--- config.mk ---
export PLATFORM = sky130hd
export DESIGN_NAME = adau_frame_packer
export DESIGN_NICKNAME = d
export VERILOG_FILES = /design/src/rtl/adau_frame_packer.sv
export SDC_FILE = /design/constraint.sdc
export NUM_CORES = 2
export LEC_CHECK = 0
export ABC_AREA = 1
export CORE_MARGIN = 2
export CORE_UTILIZATION = 54
export CTS_CLUSTER_SIZE = 10
export DETAILED_ROUTE_END_ITERATION = 10
export PLACE_DENSITY = 0.67
export SYNTH_ARGS = -nofsm -noshare
export SYNTH_HDL_FRONTEND = slang
export SYNTH_SLANG_ARGS = --single-unit
--- constraint.sdc ---
create_clock -name clk_5Mhz -period 4.3 [get_ports clk_5Mhz]
set_clock_uncertainty 0.15 [all_clocks]
set_input_delay 1.29 -clock clk_5Mhz [delete_from_list [all_inputs] [get_ports clk_5Mhz]]
set_output_delay 1.29 -clock clk_5Mhz [all_outputs]
set_load 0.02 [all_outputs]
--- src/rtl/adau_frame_packer.sv ---
// adau_frame_packer
//   Packs one sec-aligned 64-channel ADC scan into a ping-pong RAM and hands
//   completed frames to a reader through a frame_rdy / frame_ack handshake.
//   Dropped frames (reader still busy) and short frames (sec arriving
//   mid-scan) are counted so the reader can flag data loss.
//
// Ports
//   clk_5Mhz    in   block clock
//   reset       in   asynchronous, active-high
//   sec         in   one-cycle frame sync; restarts the channel index
//   sample_rdy  in   sample strobe; only its rising edge counts
//   ADC_sample  in   sample value, valid on the sample_rdy rising edge
//   frame_rdy   out  completed frame available in bank rd_bank
//   rd_bank     out  bank owned by the reader
//   frame_ack   in   one-cycle pulse; reader releases its bank
//   rd_addr     in   reader word address
//   rd_data     out  RAM[rd_bank][rd_addr], one cycle latency
//   wr_index    out  next write position in the current frame
//   frame_cnt   out  delivered frames, wraps
//   drop_cnt    out  frames dropped by overrun, saturates
//   short_cnt   out  partial frames discarded by sec, saturates
//   overrun     out  sticky drop flag, cleared only by reset
module adau_frame_packer #(
   parameter int FRAME_LEN = 64,
   parameter int AW        = 6,
   parameter int DW        = 16
) (
   input  logic          clk_5Mhz,
   input  logic          reset,
   input  logic          sec,
   input  logic          sample_rdy,
   input  logic [DW-1:0] ADC_sample,
   output logic          frame_rdy,
   output logic          rd_bank,
   input  logic          frame_ack,
   input  logic [AW-1:0] rd_addr,
   output logic [DW-1:0] rd_data,
   output logic [AW-1:0] wr_index,
   output logic [15:0]   frame_cnt,
   output logic [7:0]    drop_cnt,
   output logic [7:0]    short_cnt,
   output logic          overrun
);

   localparam int           DEPTH = 2 ** (AW + 1);
   localparam logic [AW-1:0] LAST = AW'(FRAME_LEN - 1);

   typedef enum logic {WAIT_SYNC, COLLECT} state_t;

   state_t        state_q, state_d;
   logic          sample_rdy_q;
   logic          wr_bank_q, wr_bank_d;
   logic          rd_bank_q, rd_bank_d;
   logic          frame_rdy_q, frame_rdy_d;
   logic [AW-1:0] wr_index_q, wr_index_d;
   logic [15:0]   frame_cnt_q, frame_cnt_d;
   logic [7:0]    drop_cnt_q, drop_cnt_d;
   logic [7:0]    short_cnt_q, short_cnt_d;
   logic          overrun_q, overrun_d;
   logic [DW-1:0] rd_data_q;

   logic          smp_edge;
   logic          we;
   logic          complete;
   logic          reader_free;
   logic [AW-1:0] wr_addr;

   logic [DW-1:0] mem [0:DEPTH-1];

   always_comb begin
      smp_edge    = sample_rdy & ~sample_rdy_q;
      // sec restarts the frame, so a coincident sample lands at index 0
      wr_addr     = sec ? '0 : wr_index_q;
      we          = smp_edge & (sec | (state_q == COLLECT));
      complete    = we & ~sec & (wr_index_q == LAST);
      // an ack in the completion cycle frees the reader bank for handover
      reader_free = ~frame_rdy_q | frame_ack;

      state_d     = state_q;
      wr_bank_d   = wr_bank_q;
      rd_bank_d   = rd_bank_q;
      frame_rdy_d = frame_rdy_q;
      wr_index_d  = wr_index_q;
      frame_cnt_d = frame_cnt_q;
      drop_cnt_d  = drop_cnt_q;
      short_cnt_d = short_cnt_q;
      overrun_d   = overrun_q;

      if (sec) state_d = COLLECT;

      if (sec && (state_q == COLLECT) && (wr_index_q != '0) && (short_cnt_q != 8'hFF))
         short_cnt_d = short_cnt_q + 8'd1;

      if (frame_ack) frame_rdy_d = 1'b0;

      if (complete) begin
         wr_index_d = '0;
         if (reader_free) begin
            rd_bank_d   = wr_bank_q;
            wr_bank_d   = ~wr_bank_q;
            frame_rdy_d = 1'b1;
            frame_cnt_d = frame_cnt_q + 16'd1;
         end else begin
            // reader still holds its bank: next frame overwrites wr_bank
            overrun_d = 1'b1;
            if (drop_cnt_q != 8'hFF) drop_cnt_d = drop_cnt_q + 8'd1;
         end
      end else if (we) begin
         wr_index_d = wr_addr + AW'(1);
      end else if (sec) begin
         wr_index_d = '0;
      end
   end

   always_ff @(posedge clk_5Mhz or posedge reset) begin
      if (reset) begin
         state_q      <= WAIT_SYNC;
         sample_rdy_q <= 1'b0;
         wr_bank_q    <= 1'b0;
         rd_bank_q    <= 1'b1;
         frame_rdy_q  <= 1'b0;
         wr_index_q   <= '0;
         frame_cnt_q  <= '0;
         drop_cnt_q   <= '0;
         short_cnt_q  <= '0;
         overrun_q    <= 1'b0;
      end else begin
         state_q      <= state_d;
         sample_rdy_q <= sample_rdy;
         wr_bank_q    <= wr_bank_d;
         rd_bank_q    <= rd_bank_d;
         frame_rdy_q  <= frame_rdy_d;
         wr_index_q   <= wr_index_d;
         frame_cnt_q  <= frame_cnt_d;
         drop_cnt_q   <= drop_cnt_d;
         short_cnt_q  <= short_cnt_d;
         overrun_q    <= overrun_d;
      end
   end

   // Frame RAM, address = {bank, index}
   always_ff @(posedge clk_5Mhz) begin
      if (we) mem[{wr_bank_q, wr_addr}] <= ADC_sample;
   end

   always_ff @(posedge clk_5Mhz or posedge reset) begin
      if (reset) rd_data_q <= '0;
      else       rd_data_q <= mem[{rd_bank_q, rd_addr}];
   end

   assign frame_rdy = frame_rdy_q;
   assign rd_bank   = rd_bank_q;
   assign rd_data   = rd_data_q;
   assign wr_index  = wr_index_q;
   assign frame_cnt = frame_cnt_q;
   assign drop_cnt  = drop_cnt_q;
   assign short_cnt = short_cnt_q;
   assign overrun   = overrun_q;

endmodule

; ---- Word-level counts from Yosys, hierarchy flattened
; Memory sizes are Yosys's and may differ from the RTL's. A register that Yosys moved wholly into a read port is not among the register bits.
; Cells that the tools add are included.
[op_classes]
reduce_logical = 7
add_sub_neg = 4
bitwise_logic = 11
n_mux = 8
eq_ne = 3
[op_table]
columns = operator, count
row1 = 6-bit 2-to-1 mux, 3
row2 = 16-bit by 1-bit adder with 16-bit output (second input constant), 1
row3 = 8-bit by 1-bit adder with 8-bit output (second input constant), 2
row4 = 8-bit != test (second input constant), 2
row5 = 6-bit by 1-bit adder with 6-bit output (second input constant), 1
row6 = 6-bit equality test (second input constant), 1
row7 = 6-bit nonzero test, 1
row8 = 1-bit 2-to-1 mux, 5
row9 = 1-bit inverter, 5
row10 = 1-bit bitwise AND, 4
row11 = 2-bit AND reduction, 2
row12 = 1-bit logical AND, 3
row13 = 3-bit AND reduction, 1
row14 = 1-bit bitwise OR, 2
[word_totals]
inputBits = 27
wordCells = 44
n_memories = 1
ram_bits = 2048
output_inout_bits = 57
regBits = 44
[memory_table]
columns = memory, words, width, rd, rd_ports_with_merged_regs, write_ports, line_no
row1 = mem, 128, 16, 1, 1, 1, 68  ; logic [DW-1:0] mem [0:DEPTH-1];

; ---- Logic depth before layout (Yosys ltp)
[logic_depth]
depth_word = 6
depth_mapped = 13

; ---- Worst setup path before layout
; Ideal clock, no wire load.
[synth_timing]
path_type = input port to flip-flop
startpoint = input sec
endpoint = memory mem[76][0], enable pin
setup_slack_ns = 0.063
path_buffers = 1
setup_ns = 0.430
path_stages = 6
arrival_time_ns = 3.656
required_ns = 3.720
cell_sequence = buf_6 nor2_1 inv_1 nor2_1 nand3_1 nor4_1
[synth_between]
elab_chain_len = 4
word_cells_on_any_way = 5
cone_classes = mux (3) / bitwise (2)
[synth_rtl]
columns = item, line_no
row1 = "start, declared", 30  ; input logic sec,
row2 = 1-bit bitwise OR, 74  ; we = smp_edge & (sec | (state_q == COLLECT));
row3 = 1-bit bitwise AND, 74
row4 = 1-bit 2-to-1 mux, 143  ; if (we) mem[{wr_bank_q, wr_addr}] <= ADC_sample;
row5 = 1-bit 2-to-1 mux (implied by the code), 143
row6 = "end, declared", 68
; Several ways; a longest one is shown, not always the timed one.

; ---- Worst setup path after layout
[layout_timing]
startpoint = register rd_bank_q (netlist: rd_bank)
endpoint = output rd_bank
[layout_lines]
columns = item, line_no
row1 = "start, declared", 53  ; logic rd_bank_q, rd_bank_d;
row2 = "start signal, assigned", 131  ; rd_bank_q <= rd_bank_d;
row3 = "end, declared", 34  ; output logic rd_bank,
; No word-level cell between the ends.

==> flow_summary.json <==
{
  "reg2reg_slack_ps": 1540,
  "final.setup.tns_ps": 0,
  "power_leakage_uw": 0.0339,
  "die-area_mm2": 0.160,
  "num_vias": 55800,
  "synth_top_area_share_pct": 72.4,
  "hp-class": "register to register",
  "hold_violations": 0,
  "run_status": "finished clean",
  "grt_overflow": 0,
  "critical_path_class": "register to output pin",
  "postCtsHoldBufs": 0,
  "drive_gt1_share_pct": 8.55,
  "syn-instance-count": 7010,
  "worstMarginPinSlew_ps": 1020,
  "rows": 145,
  "postCtsSetupRepairBufs": 0,
  "cp_num_cells": 1,
  "cpLargestDelayFamily": "buffers and inverters",
  "vias_per_cell": 5.98,
  "rsz0062_at_grt": "no",
  "synth_edf_count": 2048,
  "syn_nets": 7040,
  "clock-sinks": 2108,
  "path_buf_inv": 1,
  "areaGrowthSynthToFinish_pct": 12.7,
  "clk_pin_slew_ps": 60,
  "grt_pass1_wl_um": 345000,
  "ctsRootBufferMaster": "clkbuf_16",
  "crit-reg2reg-launch": "wr_index[2]$_DFF_PP0_",
  "ys_ff_latch": 2108,
  "drv_cap": 0,
  "drt-pass1-iter-count": 8,
  "setup_violations": 0,
  "ys_types": 34,
  "worstReg2RegEnd": "mem[55][2]$_DFFE_PP_",
  "die_y_um": 400,
  "crit_path_start_kind": "register",
  "crit_fanout": 18,
  "place_ws_ps": 195,
  "min_period_ps": 3870,
  "clock_path_buffers": 3,
  "syn_avg_cell_area_um2": 12.1,
  "crit_path_start": "rd_bank$_DFFE_PP1P_",
  "dp_hpwl_um": 139000,
  "ys_top_cells_by_count": "2116 x nand2_1, 2048 x edfxtp_1, 2033 x nand3_1",
  "worstPathRequired_ps": 2860,
  "htree_levels": 4,
  "clk_latency_ps": 870,
  "endpoint": "rd_bank",
  "synth-main-ff-cell": "edfxtp_1",
  "ant_nets": 0,
  "route.detailed.drc": 0,
  "drt_wl_total_um": 235000,
  "cts_tree": "done",
  "relSlewSlack_pct": 32.1,
  "synth_top_area_cell": "edfxtp_1",
  "syn_area_mm2": 0.0849,
  "nNetsFinal": 7222,
  "place_congestion": 0.960,
  "die_w_um": 400,
  "vdd.ir_drop.worst_v": 0.000357,
  "critPathSlowestCell": "clkdlybuf4s50_1",
  "power_uw": 42700,
  "grt_pass1_vias": 53400,
  "cts_inserted_buffers": 230,
  "cp_slowest_stage_delay_ps": 820,
  "max_freq_mhz": 258,
  "cp.arrival_ps": 2430,
  "synth.area.top_cells": "edfxtp_1 72%, nand3_1 12%, nand2_1 9.4%",
  "maxSlewViolCount": 0,
  "crit_chain": "clkdlybuf4s50_1",
  "power.density_mw_per_mm2": 447,
  "num_io_pins": 84,
  "r2r_cells": 10,
  "grt_antenna_before_repair": 9,
  "hold-worst-slack_ps": 319,
  "synthArstFlopShare_pct": 2.85,
  "yosysMostFrequentCell": "nand2_1",
  "drt_iter0_drc": 7825,
  "ctsResizeCount": 0,
  "fin_ws_ps": 427,
  "grt_max_degree": 139,
  "routedWlPerCell_um": 25.2,
  "synth_warnings": 0,
  "endpoint_kind": "output pin",
  "ys_seq_area_share_pct": 74.2,
  "start_util_pct": 54.3,
  "grt_util_all_layers_pct": 29.1,
  "core_area_mm2": 0.156,
  "period_share_pct": 90.1,
  "port_buffers": 83
}
kinds of logic after synthesis:
family / synth area share [%]
xor+xnor: 0.310
simple gates: 22.4
mux: 0.0531
flops: 74.2
compound gates: 0.0442
fa+ha+maj: 0.0442
buf+inv: 2.93
through the flow:
step	instances	area [um2]	util, %
floorplan	7010	84900	-
global placement	9018	89300	57.2
detailed placement	9018	89300	57.2
CTS	9330	95700	61.2
global route	9330	95700	61.2
finish	9331	95700	61.2
worst min-delay path by stage:
stage                                         start                   endpoint  slack (ps)  depth (start not counted)
after detailed placement        overrun$_DFFE_PP0P_        overrun$_DFFE_PP0P_         310                          1
after global placement    frame_cnt[15]$_DFFE_PP0P_  frame_cnt[15]$_DFFE_PP0P_         310                          1
after CTS                       overrun$_DFFE_PP0P_        overrun$_DFFE_PP0P_         320                          1
after global routing      frame_cnt[15]$_DFFE_PP0P_  frame_cnt[15]$_DFFE_PP0P_         350                          1
final                     frame_cnt[15]$_DFFE_PP0P_  frame_cnt[15]$_DFFE_PP0P_         320                          1
after floorplan                 state_q$_DFFE_PP0P_        state_q$_DFFE_PP0P_         330                          1
routing by layer:
| metal | GRT usage [%] | part of all wire [%] |
|---|---|---|
| met2 | 45.5 | 47 |
| met5 | 0 | 0.015 |
| met4 | 11.1 | 3.9 |
| met3 | 6.87 | 11 |
| met1 | 39.8 | 39 |
flip-flops by register name, indices dropped and copies added, names as in the netlist:
| name | flops |
|---|---|
| wr_bank_q | 1 |
| overrun | 1 |
| wr_index | 6 |
| sample_rdy_q | 1 |
| frame_cnt | 16 |
| frame_rdy | 1 |
| drop_cnt | 8 |
| state_q | 1 |
| rd_bank | 1 |
| rd_data | 16 |
| mem | 2048 |
| short_cnt | 8 |
layout by cell type, fill, tap and decap left out, types with 2 or more instances in the layout:
cell type and n:
buf_4 271, mux2_2 4, nand3b_1 3, clkinv_16 2, nor2_1 172, buf_12 72
nand4_1 5, o21ai_0 4, nor3_1 5, nand2_1 2116, edfxtp_1 2048, dfrtp_1 59
clkdlybuf4s50_1 62, inv_1 39, xnor2_1 11, clkbuf_16 233, nor2_4 4, xor2_1 19
clkbuf_1 63, nor4_2 2, ha_1 3, clkinv_1 4, a21oi_1 2, inv_6 2
inv_2 2, inv_8 2, nor3_2 5, clkinv_8 3, nand2_4 2, nand3_1 2033
inv_16 5, buf_8 3
cell type report:
type	instances	area (um2)
antenna	1	2.50
clock buffer	297	6080
clock inverter	15	223
fill	11900	60600
inverter	46	206
multi-input combinational	4397	19400
sequential	2108	63000
tap	2058	2570
timing repair buffer	409	4150
where the power goes:
part,internal [uW],switching (uW)
sequential,22600,93.9
combinational,735,2070
clock,9720,7500
total,33100,9670
No activity file was read; power rests on OpenSTA's default activity.
